--- config.mk ---
export PLATFORM = sky130hd
export DESIGN_NAME = hazard_match_pipe
export DESIGN_NICKNAME = d
export VERILOG_FILES = /design/src/rtl/hazard_pkg.sv /design/src/rtl/stage_reg_clr.sv /design/src/rtl/hazard_match_pipe.sv
export SDC_FILE = /design/constraint.sdc
export NUM_CORES = 1
export LEC_CHECK = 0
export ABC_CLOCK_PERIOD_IN_PS = 3200
export BUFFER_PORTS_ARGS = -buffer_cell sky130_fd_sc_hd__buf_2
export CORE_MARGIN = 1
export CORE_UTILIZATION = 54
export CTS_CLUSTER_SIZE = 25
export DETAILED_ROUTE_END_ITERATION = 6
export GPL_TIMING_DRIVEN = 0
export PLACE_DENSITY = 0.81
export SLEW_MARGIN = 40
export SYNTH_ARGS = -nofsm -noshare
export SYNTH_HDL_FRONTEND = slang
export SYNTH_SLANG_ARGS = --single-unit
--- constraint.sdc ---
create_clock -name clk -period 3.2 [get_ports clk]
set_clock_uncertainty 0.2 [all_clocks]
set_input_delay 0.48 -clock clk [delete_from_list [all_inputs] [get_ports clk]]
set_output_delay 0.48 -clock clk [all_outputs]
set_load 0.01 [all_outputs]
--- src/rtl/hazard_pkg.sv ---
// hazard_pkg: shared widths, register-file constants and stage-register
// payload types for the hazard-tracking pipeline.
//   REG_AW      register address width
//   PC_REG      address of the PC register (never matched)
//   reg_addr_t  register address
//   stage_ctl_t hazard-relevant control bits carried D->E
//   de_t        D->E stage payload
//   ew_t        E->M and M->W stage payload
package hazard_pkg;

  localparam int REG_AW = 4;
  localparam int PC_REG = 15;

  typedef logic [REG_AW-1:0] reg_addr_t;

  typedef struct packed {
    logic reg_write;
    logic mem_to_reg;
    logic pc_src;
  } stage_ctl_t;

  // valid is set for every captured instruction and cleared by reset or
  // flush, so bubbles and the post-reset state never report a match.
  typedef struct packed {
    logic       valid;
    reg_addr_t  ra1;
    reg_addr_t  ra2;
    reg_addr_t  wa3;
    stage_ctl_t ctl;
  } de_t;

  typedef struct packed {
    logic      valid;
    reg_addr_t wa3;
    logic      reg_write;
    logic      pc_src;
  } ew_t;

  // Raw address compare; a read of the PC register is never a hazard.
  function automatic logic src_match(input reg_addr_t src, input reg_addr_t dst);
    return (src != reg_addr_t'(PC_REG)) && (src == dst);
  endfunction

endpackage

--- src/rtl/stage_reg_clr.sv ---
// stage_reg_clr: W-bit pipeline register, loads every cycle, with a
// synchronous clear that forces a bubble.
//   clk    clock, rising edge
//   reset  synchronous, active-high; clears the register
//   clr    synchronous clear (bubble insert)
//   d      next-stage data in
//   q      registered data out
module stage_reg_clr #(
  parameter int W = 8
) (
  input  logic         clk,
  input  logic         reset,
  input  logic         clr,
  input  logic [W-1:0] d,
  output logic [W-1:0] q
);

  logic [W-1:0] q_d;
  logic [W-1:0] q_q;

  // NOTE: assign the default first so every path writes q_d; otherwise a
  // latch is inferred.
  always_comb begin
    q_d = d;
    if (clr) q_d = '0;
  end

  // NOTE: sequential state uses non-blocking assignments only, so all stage
  // registers update together on the edge regardless of process order.
  always_ff @(posedge clk) begin
    if (reset) q_q <= '0;
    else       q_q <= q_d;
  end

  assign q = q_q;

endmodule

--- src/rtl/hazard_match_pipe.sv ---
// hazard_match_pipe: carries register addresses and hazard control bits
// through D->E->M->W and produces the same-cycle compare/status signals
// used by the hazard unit.
//   clk, reset            clock; synchronous active-high reset
//   RA1D/RA2D/WA3D        decode source/destination register addresses
//   RegWriteD/MemtoRegD   decode write-enable and load flags
//   PCSrcD                decode instruction writes the PC
//   CondExE               execute-stage condition passed
//   FlushE                bubble the D->E register
//   Match_*               source/destination address compares
//   MemtoRegE             E-stage load flag
//   RegWriteM/RegWriteW   M/W write enables (M is condition-gated)
//   PCWrPendingF          PC write somewhere in D, E or M
//   PCSrcW                W-stage PC write
module hazard_match_pipe
  import hazard_pkg::*;
(
  input  logic      clk,
  input  logic      reset,
  input  reg_addr_t RA1D,
  input  reg_addr_t RA2D,
  input  reg_addr_t WA3D,
  input  logic      RegWriteD,
  input  logic      MemtoRegD,
  input  logic      PCSrcD,
  input  logic      CondExE,
  input  logic      FlushE,
  output logic      Match_1E_M,
  output logic      Match_1E_W,
  output logic      Match_2E_M,
  output logic      Match_2E_W,
  output logic      Match_12D_E,
  output logic      MemtoRegE,
  output logic      RegWriteM,
  output logic      RegWriteW,
  output logic      PCWrPendingF,
  output logic      PCSrcW
);

  de_t de_d, de_q;
  ew_t em_d, em_q;
  ew_t mw_q;

  always_comb begin
    de_d.valid          = 1'b1;
    de_d.ra1            = RA1D;
    de_d.ra2            = RA2D;
    de_d.wa3            = WA3D;
    de_d.ctl.reg_write  = RegWriteD;
    de_d.ctl.mem_to_reg = MemtoRegD;
    de_d.ctl.pc_src     = PCSrcD;

    // AND with a known 0 resolves to 0, so an unknown CondExE cannot leak
    // into M when E does not write.
    em_d.valid     = de_q.valid;
    em_d.wa3       = de_q.wa3;
    em_d.reg_write = de_q.ctl.reg_write & CondExE;
    em_d.pc_src    = de_q.ctl.pc_src & CondExE;
  end

  stage_reg_clr #(.W($bits(de_t))) u_de (
    .clk   (clk),
    .reset (reset),
    .clr   (FlushE),
    .d     (de_d),
    .q     (de_q)
  );

  stage_reg_clr #(.W($bits(ew_t))) u_em (
    .clk   (clk),
    .reset (reset),
    .clr   (1'b0),
    .d     (em_d),
    .q     (em_q)
  );

  stage_reg_clr #(.W($bits(ew_t))) u_mw (
    .clk   (clk),
    .reset (reset),
    .clr   (1'b0),
    .d     (em_q),
    .q     (mw_q)
  );

  // Compares are not gated by write enables (the hazard unit does that),
  // only by stage occupancy so bubbles stay silent.
  assign Match_1E_M  = de_q.valid & em_q.valid & src_match(de_q.ra1, em_q.wa3);
  assign Match_1E_W  = de_q.valid & mw_q.valid & src_match(de_q.ra1, mw_q.wa3);
  assign Match_2E_M  = de_q.valid & em_q.valid & src_match(de_q.ra2, em_q.wa3);
  assign Match_2E_W  = de_q.valid & mw_q.valid & src_match(de_q.ra2, mw_q.wa3);
  assign Match_12D_E = de_q.valid &
                       (src_match(RA1D, de_q.wa3) | src_match(RA2D, de_q.wa3));

  assign MemtoRegE    = de_q.ctl.mem_to_reg;
  assign RegWriteM    = em_q.reg_write;
  assign RegWriteW    = mw_q.reg_write;
  assign PCWrPendingF = PCSrcD | de_q.ctl.pc_src | em_q.pc_src;
  assign PCSrcW       = mw_q.pc_src;

endmodule

After elaboration in Yosys (flattened, before gate mapping)

Cells that the tools add are included.

RAM bits: 0
Bits in latches: 0
Input port bits: 19
Output and inout bits: 10
Flip-flop bits (word level): 30
Memories: 0
Memory bits (read-only): 0

Multiplexer cells: 1
Shift-type cells: 0
Add/subtract/negate cells: 0
Magnitude comparators: 0
Bitwise gates (word level): 12
Reduce and logical (&&, ||, !) cells: 7
Multiply operators: 0
Equality and inequality tests: 10
Divide/modulo/power cells: 0

Operators by type and width:

| cell                 | count |
|---|---|
| $eq A4 B4 Y1         | 6 |
| $mux W16             | 1 |
| $ne A4 B4 Y1 const B | 4 |
| $and A1 B1 Y1        | 9 |
| $logic_and A1 B1 Y1  | 6 |
| $or A1 B1 Y1         | 3 |
| $reduce_or A2 Y1     | 1 |

Logic depth before layout (Yosys ltp)

Gate-level depths: netlist (run 1).

Depth in word-level cells: 4
Depth in mapped cells: 3
Gate-level depth less buffers: 3

By module

A second synthesis (run 1) with hierarchy kept.

Cells, all modules: 120
Area total of the unflattened synthesis: 1290.0 µm²

Modules (own cells, without submodules):

| module                   | seq. area each (µm²) | cells an instance | instances | area each (µm²) |
|---|---|---|---|---|
| stage_reg_clr (u_de)     | 320.3                | 36                | 1         | 544.3 |
| stage_reg_clr (u_em ...) | 140.1                | 14                | 2         | 192.7 |
| hazard_match_pipe        | 0.0                  | 56                | 1         | 360.3 |

Least setup slack after synthesis (run 1)

OpenSTA, ideal clock, no wires.

Path kind: register to output
Start: register u_mw.q_q[4] (netlist: u_mw.q[4])
End: output Match_2E_W
Cell stages (with the launch flop): 4
Slack: 1.282 ns
Buffers on the path: 0
Data arrival time: 1.238 ns
Path through: dfxtp_1 -> xor2_1 -> or4_1 -> a211oi_2

Word-level cells in the longest chain between the ends: 3

Ends and longest elaborated chain:

| element                  | line                    | source |
|---|---|---|
| start: declaration       | stage_reg_clr.sv:19     | `logic [W-1:0] q_q;` |
| start signal: assignment | stage_reg_clr.sv:32     | `else q_q <= q_d;` |
| $eq A4 B4 Y1             | hazard_pkg.sv:41        | `return (src != reg_addr_t'(PC_REG)) && (src == dst);` |
| $logic_and A1 B1 Y1      | hazard_pkg.sv:41        |  |
| $and A1 B1 Y1            | hazard_match_pipe.sv:90 | `assign Match_2E_W = de_q.valid & mw_q.valid & src_match(de_q.ra2, mw_q.wa3);` |
| end: declaration         | hazard_match_pipe.sv:31 | `output logic Match_2E_W,` |

Every way passes these cells.

Final worst setup path (run 1)

Start: register u_de.q_q[15] (netlist: u_de.q[15])
End: output Match_2E_W

Word-level cells in the longest chain between the ends: 2

Ends and longest elaborated chain:

| element                    | line |
|---|---|
| start: declaration         | stage_reg_clr.sv:19 |
| start signal: assignment   | stage_reg_clr.sv:32 |
| $and A1 B1 Y1 (2 in a row) | hazard_match_pipe.sv:90 |

Every way passes these cells.

==> results of run 1 <==
where the power goes:
part | internal [mW] | switching [mW] | total [mW] | leakage, nW
clock network | 0.105 | 0.126 | 0.231 | 0.0343
logic | 0.0276 | 0.0225 | 0.0501 | 0.372
registers | 0.385 | 0.0108 | 0.396 | 0.245
stage by stage:
step / setup WS, ns / instance area [sq um] / utilization (%)
4_1_cts: 0.697 / 1380 / 69.8
3_5_place_dp: 1.07 / 1320 / 66.5
2_1_floorplan: 1.28 / 1140 / -
5_1_grt: 0.620 / 1380 / 69.8
6_report: 0.717 / 1380 / 69.8
3_3_place_gp: 1.13 / 1320 / 66.5
cell families after synthesis:
logic type	Yosys count	share of synthesized area [%]
DFF	30	52.5
buffers and inverters	2	0.656
and+or+nand+nor	53	27.1
AOI/OAI and AO/OA	9	6.01
xor gates and xnor gates	18	13.8
cell usage in the layout, fill, tap and decap left out, types with 3 or more instances in the layout:
cell type and n:
nand2_1 5, clkbuf_4 5, nor2_1 5, xnor2_1 6, dfxtp_1 30, and2_1 17
nand3_1 3, nor2b_1 14, buf_2 28, xor2_1 12
registers in the layout (all words and copies together), names as in the netlist:
| signal | count |
|---|---|
| u_de.q | 16 |
| u_em.q | 7 |
| u_mw.q | 7 |
per-layer routing:
layer	up-vias	GRT usage, %
met5	-	0
met4	0	10.0
met3	5	9.43
met2	23	35.1
met1	368	20.8
li1	438	-
final cells by class:
cell class	instances	area, sq um	share of cell area [%]
buffer	2	7.51	0.543
clock buffer	6	51.3	3.71
clock inverter	2	12.5	0.905
multi-input combinational	80	537	38.8
sequential	30	601	43.4
tap	27	33.8	2.44
timing repair buffer	28	140	10.1
worst max path at each step:
stage,startpoint,end,slack (ns),depth (start not counted)
2_1_floorplan,u_mw.q[4]$_SDFF_PP0_,Match_2E_W,1.28,3
3_3_place_gp,u_de.q[15]$_SDFF_PP0_,Match_2E_W,1.13,4
3_5_place_dp,u_de.q[15]$_SDFF_PP0_,Match_2E_W,1.07,4
4_1_cts,u_de.q[15]$_SDFF_PP0_,Match_2E_W,0.70,4
5_1_grt,u_de.q[15]$_SDFF_PP0_,Match_2E_W,0.62,4
6_report,u_de.q[15]$_SDFF_PP0_,Match_2E_W,0.72,4
==> reports/metrics.csv, run 1 <==
stage,metric,value,unit
critical_path,r2r setup slk,2.38,ns
critical_path,Worst Path Max Fanout,5,
cells_and_area,fin cells,175,
sta,slew margin rel.,71.2,%
critical_path,Worst Reg2Reg Path Length in Cells,1,
critical_path,Setup Crit Path Kind,flop to output pin,
critical_path,Startpoint Class,flop,
min_path,Hold Path Origin,WA3D[2],
sta,WHS,0.143,ns
drt,met2 wire length,957,microns
synthesis,"count leader, synth",dfxtp_1,
cts,CTS root buf,clkbuf_4,
synthesis,prevailing post-synth register cell,dfxtp_1,
cells_and_area,fraction of layout cells with a size suffix above 1,25.7,%
place,dpl hpwl,1540,microns
sta,Tcrit/Tclk final,77.6,%
global_routing,number of global-route vias before repair,770,
synthesis,top-area cell type share of the netlist area,52.5,%
min_path,Worst Hold Path Cells,2,
critical_path,critical path's top delay family,simple AND/OR/NAND/NOR gates,
min_path,worst min path class,input port to flop,
status,status,finished clean,
synthesis,"EDFF count, synth",0,
synthesis,YS warnings,0,
critical_path,FF-to-FF Start,u_de.q[15]$_SDFF_PP0_,
cts,CTS resizes,0,
cells_and_area,fill count,170,
synthesis,syn_nets,131,
power_and_ir_drop,VDD IR max,0.435,mV
flow_run,MaxCap Viol Count,0,
die,row cnt,16,
sta,setup TNS,0,ns
drt,via count,834,
sta,f_max,0.403,GHz
die,Top Ports,29,
cells_and_area,Layout area overhead,20.8,%
cts,Worst-Skew Late Latency,0.32,ns
die,die width,48.0,microns
sta,Slew Limit Fails,0,
sta,# setup viols final,0,
critical_path,critical path's largest stage delay,0.58,ns
synthesis,Unique masters post-synth,19,
synthesis,leading area contributor after synthesis,dfxtp_1,
drt,final WL,1930,microns
drt,wl on met1,821,microns
place,PortBufs,28,
place,placed cells,167,
synthesis,mapped cell area,0.00114,sq mm
synthesis,Cells after Synth,112,
cts,Clock Pin Slew Worst Setup and Hold Paths,0.09,ns
place,RD Place Congestion,0.846,
sta,fin crit period,2.48,ns
min_path,Worst Hold End,u_de.q[5]$_SDFF_PP0_,
synthesis,sequential share of the synthesized area,52.5,%
drt,per-cell routed wire length,11.0,microns
power_and_ir_drop,leakage,0.651,nW
global_routing,global-route wire length before repair,3040,microns
critical_path,reg2reg end,u_em.q[6]$_SDFF_PP0_,
cts,postcts setup bufs,0,
power_and_ir_drop,"Power, Total",0.677,mW
synthesis,Mapped Avg Cell Area,10.2,sq um
power_and_ir_drop,power per cell area,490,mW/mm^2
synthesis,Synth area leaders,"dfxtp_1 52%, and2_1 9.3%, xor2_1 9.2%",
critical_path,"Slowest-stage cell, CP",or4_1,
cts,CTS tree,built,
drt,DRC viols,0,
synthesis,ys async rst share,0,%
synthesis,Seq cells post-synth,30,
sta,Worst Max-Slew Pin Slew,0.432,ns
drt,met3 routed WL,103,microns
synthesis,synth cell count leaders,"30 x dfxtp_1, 17 x and2_1, 14 x nor2b_1",
global_routing,gr ovfl total,0,
sta,RSZ-0062 raised after global routing,no,
global_routing,initial antenna violation count,0,
drt,DRT antenna net count,0,
critical_path,Worst EP required,2.52,ns
cts,CTS H-tree depth,2,
drt,DR vias/cell,4.77,
critical_path,CP cell instances,nand2_1 -> or4_1 -> a211oi_2 -> buf_2,
cells_and_area,nets@finish,166,
cts,number of clock sinks,30,
critical_path,WP buf/inv,1,
die,initial core utilization,57.8,%
drt,initial DRC count,14,
cts,Inserted Clock Buffers,5,
cts,CTS max path bufs,2,
die,die height,48.0,microns
drt,DR pass1 iterations,2,
cells_and_area,# diodes,0,
critical_path,Crit. End Element,output pin,
die,Die ar.,0.00231,sq mm
die,core footprint,0.00198,sq mm
cts,cts hold-fix bufs,0,
critical_path,crit path DAT,1.80,ns
global_routing,largest net degree at the start of global routing,11,
sta,"Hold Violations, Final",0,
drt,Top Metal Used,met4,
global_routing,GRT Total Usage,20.4,%
(Power assumes the default switching activity.)
==> run 2: changes to the inputs <==
--- a/config.mk
+++ b/config.mk
@@ -5,14 +5,14 @@
 export SDC_FILE = /design/constraint.sdc
 export NUM_CORES = 1
 export LEC_CHECK = 0
-export ABC_CLOCK_PERIOD_IN_PS = 3200
+export ABC_CLOCK_PERIOD_IN_PS = 2300
 export BUFFER_PORTS_ARGS = -buffer_cell sky130_fd_sc_hd__buf_2
 export CORE_MARGIN = 1
-export CORE_UTILIZATION = 54
+export CORE_UTILIZATION = 50
 export CTS_CLUSTER_SIZE = 25
 export DETAILED_ROUTE_END_ITERATION = 6
 export GPL_TIMING_DRIVEN = 0
-export PLACE_DENSITY = 0.81
+export PLACE_DENSITY = 0.76
 export SLEW_MARGIN = 40
 export SYNTH_ARGS = -nofsm -noshare
 export SYNTH_HDL_FRONTEND = slang
==> constraint.sdc (replaced) <==
create_clock -name clk -period 2.3 [get_ports clk]
set_clock_uncertainty 0.2 [all_clocks]
set_input_delay 0.345 -clock clk [delete_from_list [all_inputs] [get_ports clk]]
set_output_delay 0.345 -clock clk [all_outputs]
set_load 0.01 [all_outputs]
==> run 2 against run 1 <==
Critical path depth unchanged. Cell area increased by 1.8%. Combinational power increased by 42%. Routed wire length increased by 3.4%. Worst hold slack got worse by 0.12 ns. Count of clock-buffer cells in the layout unchanged. Power increased by 53%. Final cell count decreased by 0.57%. Global-route usage decreased by 1.4 points. Highest routed layer unchanged.
==> reports/metrics.csv, run 2 (synthesized netlist as in run 1, its figures left out) <==
stage,metric,value,unit,change
status,status,finished clean,,unchanged
critical_path,Startpoint Class,flop,,unchanged
place,PortBufs,28,,unchanged
drt,via count,850,,was 834
cells_and_area,"commonest non-fill, non-tap cell in the layout",dfxtp_1,,unchanged
power_and_ir_drop,leakage,0.664,nW,was 0.651 nW
cells_and_area,nets@finish,166,,unchanged
cts,Inserted Clock Buffers,5,,unchanged
flow_run,MaxCap Viol Count,0,,unchanged
drt,per-cell routed wire length,11.5,microns,was 11.0 microns
critical_path,critical path's largest stage delay,0.51,ns,was 0.58 ns
place,placed cells,167,,unchanged
critical_path,r2r setup slk,1.49,ns,was 2.38 ns
critical_path,Worst Path Max Fanout,2,,was 5
die,Top Ports,29,,unchanged
power_and_ir_drop,"Power, Total",1.04,mW,was 0.677 mW
cts,number of clock sinks,30,,unchanged
critical_path,Crit. End Element,output pin,,unchanged
sta,f_max,0.451,GHz,
power_and_ir_drop,power per cell area,735,mW/mm^2,was 490 mW/mm^2
cells_and_area,most frequent cells in the layout,"29 x dfxtp_1, 28 x buf_2, 17 x and2_1, 14 x nor2b_1, 12 x xor2_1",,"was 30 x dfxtp_1, 28 x buf_2, 17 x and2_1, 14 x nor2b_1, 12 x xor2_1"
global_routing,GRT Total Usage,19.1,%,was 20.4%
sta,setup TNS,0,ns,unchanged
cts,CTS H-tree depth,2,,unchanged
sta,Worst Max-Slew Pin Slew,0.454,ns,was 0.432 ns
cells_and_area,fill count,178,,was 170
cells_and_area,# diodes,0,,unchanged
global_routing,number of global-route vias before repair,837,,was 770
place,RD Place Congestion,0.816,,was 0.846
global_routing,global-route wire length before repair,3450,microns,was 3040 microns
cells_and_area,area of the multi-input gates,541,sq um,was 537 sq um
die,core footprint,0.00206,sq mm,was 0.00198 sq mm
global_routing,largest net degree at the start of global routing,11,,unchanged
min_path,Worst Hold End,u_de.q[5]$_SDFF_PP0_,,unchanged
die,Die ar.,0.00249,sq mm,was 0.00231 sq mm
drt,DR pass1 iterations,3,,was 2
cts,CTS max path bufs,2,,unchanged
place,dpl hpwl,1540,microns,about the same
global_routing,initial antenna violation count,0,,unchanged
cts,cts hold-fix bufs,0,,unchanged
die,initial core utilization,55.5,%,was 57.8%
cts,Clock Pin Slew Worst Setup and Hold Paths,0.09,ns,about the same
critical_path,Setup Crit Path Kind,flop to output pin,,unchanged
sta,slew margin rel.,69.7,%,was 71.2%
cells_and_area,Largest register FFs,16,,unchanged
cts,CTS resizes,0,,unchanged
min_path,worst min path class,input port to flop,,unchanged
sta,RSZ-0062 raised after global routing,no,,unchanged
drt,final WL,2000,microns,was 1930 microns
drt,initial DRC count,11,,was 14
critical_path,WP buf/inv,1,,unchanged
cells_and_area,Layout area overhead,23.0,%,was 20.8%
sta,# setup viols final,0,,unchanged
cts,CTS tree,built,,unchanged
critical_path,reg2reg end,u_mw.q[5]$_SDFF_PP0_,,was u_em.q[6]$_SDFF_PP0_
sta,"Hold Violations, Final",0,,unchanged
critical_path,Worst EP required,1.75,ns,was 2.52 ns
drt,DR vias/cell,4.89,,was 4.77
drt,DRT antenna net count,0,,unchanged
die,die height,49.9,microns,was 48.0 microns
sta,fin crit period,2.22,ns,
critical_path,"Slowest-stage cell, CP",or4_4,,was or4_1
cells_and_area,fraction of layout cells with a size suffix above 1,26.5,%,was 25.7%
cells_and_area,register area,604,sq um,was 601 sq um
die,die width,49.9,microns,was 48.0 microns
critical_path,critical path's top delay family,simple AND/OR/NAND/NOR gates,,unchanged
cts,CTS root buf,clkbuf_4,,unchanged
critical_path,crit path DAT,1.67,ns,was 1.80 ns
global_routing,gr ovfl total,0,,unchanged
sta,Tcrit/Tclk final,96.4,%,
critical_path,Worst Reg2Reg Path Length in Cells,1,,unchanged
sta,Slew Limit Fails,0,,unchanged
cells_and_area,final core occ,68.3,%,was 69.8%
cts,Worst-Skew Late Latency,0.31,ns,was 0.32 ns
critical_path,CP cell instances,xor2_1 -> or4_4 -> a211oi_2 -> buf_2,,was nand2_1 -> or4_1 -> a211oi_2 -> buf_2
die,row cnt,16,,unchanged
min_path,Worst Hold Path Cells,2,,unchanged
power_and_ir_drop,VDD IR max,0.660,mV,was 0.435 mV
cells_and_area,fin cells,174,,was 175
drt,DRC viols,0,,unchanged
min_path,Hold Path Origin,WA3D[2],,unchanged
cts,postcts setup bufs,0,,unchanged
critical_path,FF-to-FF Start,u_em.q[5]$_SDFF_PP0_,,was u_de.q[15]$_SDFF_PP0_
-- run 2: how the worst max path moves through the flow --
stage	startpoint	endpoint	slack, ns	cells after the start
floorplan	u_mw.q[4]$_SDFF_PP0_	Match_2E_W	0.52	3
global placement	u_de.q[15]$_SDFF_PP0_	Match_2E_W	0.36	4
detailed placement	u_de.q[15]$_SDFF_PP0_	Match_2E_W	0.36	4
CTS	u_de.q[15]$_SDFF_PP0_	Match_2E_W	0.0008	4
global route	u_de.q[7]$_SDFF_PP0_	Match_2E_M	0.005	4
finish	u_mw.q[4]$_SDFF_PP0_	Match_2E_W	0.08	4
-- run 2: final cells by class --
cell class	count	share of cell area, %
Multi-Input combinational cell	80	38.4
Timing Repair Buffer	28	9.96
Tap cell	27	2.40
Clock buffer	6	3.64
Sequential cell	30	42.9
Clock inverter	1	2.13
Buffer	2	0.533
-- run 2: stage by stage --
step / hold WS, ns / area [sq um] / setup slack [ns]
2_1_floorplan: 0.217 / 1140 / 0.517
3_3_place_gp: 0.244 / 1320 / 0.363
3_5_place_dp: 0.257 / 1320 / 0.362
4_1_cts: 0.0211 / 1400 / 0.000817
5_1_grt: 0.0191 / 1410 / 0.00502
6_report: 0.0243 / 1410 / 0.0819
-- run 2: metal layers --
layer | vias up | track usage (%) | part of all wire [%]
met5 | - | 0 | 0
met4 | 0 | 8.57 | 1.6
met3 | 5 | 5.56 | 5.1
met2 | 25 | 32.7 | 50
met1 | 384 | 21.6 | 43
li1 | 436 | - | -
-- run 2: power breakdown --
| part | leakage (nW) | switching, mW | total (mW) | internal [mW] |
|---|---|---|---|---|
| Combinational | 0.374 | 0.0323 | 0.0709 | 0.0385 |
| Sequential | 0.246 | 0.0154 | 0.551 | 0.535 |
| Clock | 0.0443 | 0.161 | 0.414 | 0.253 |
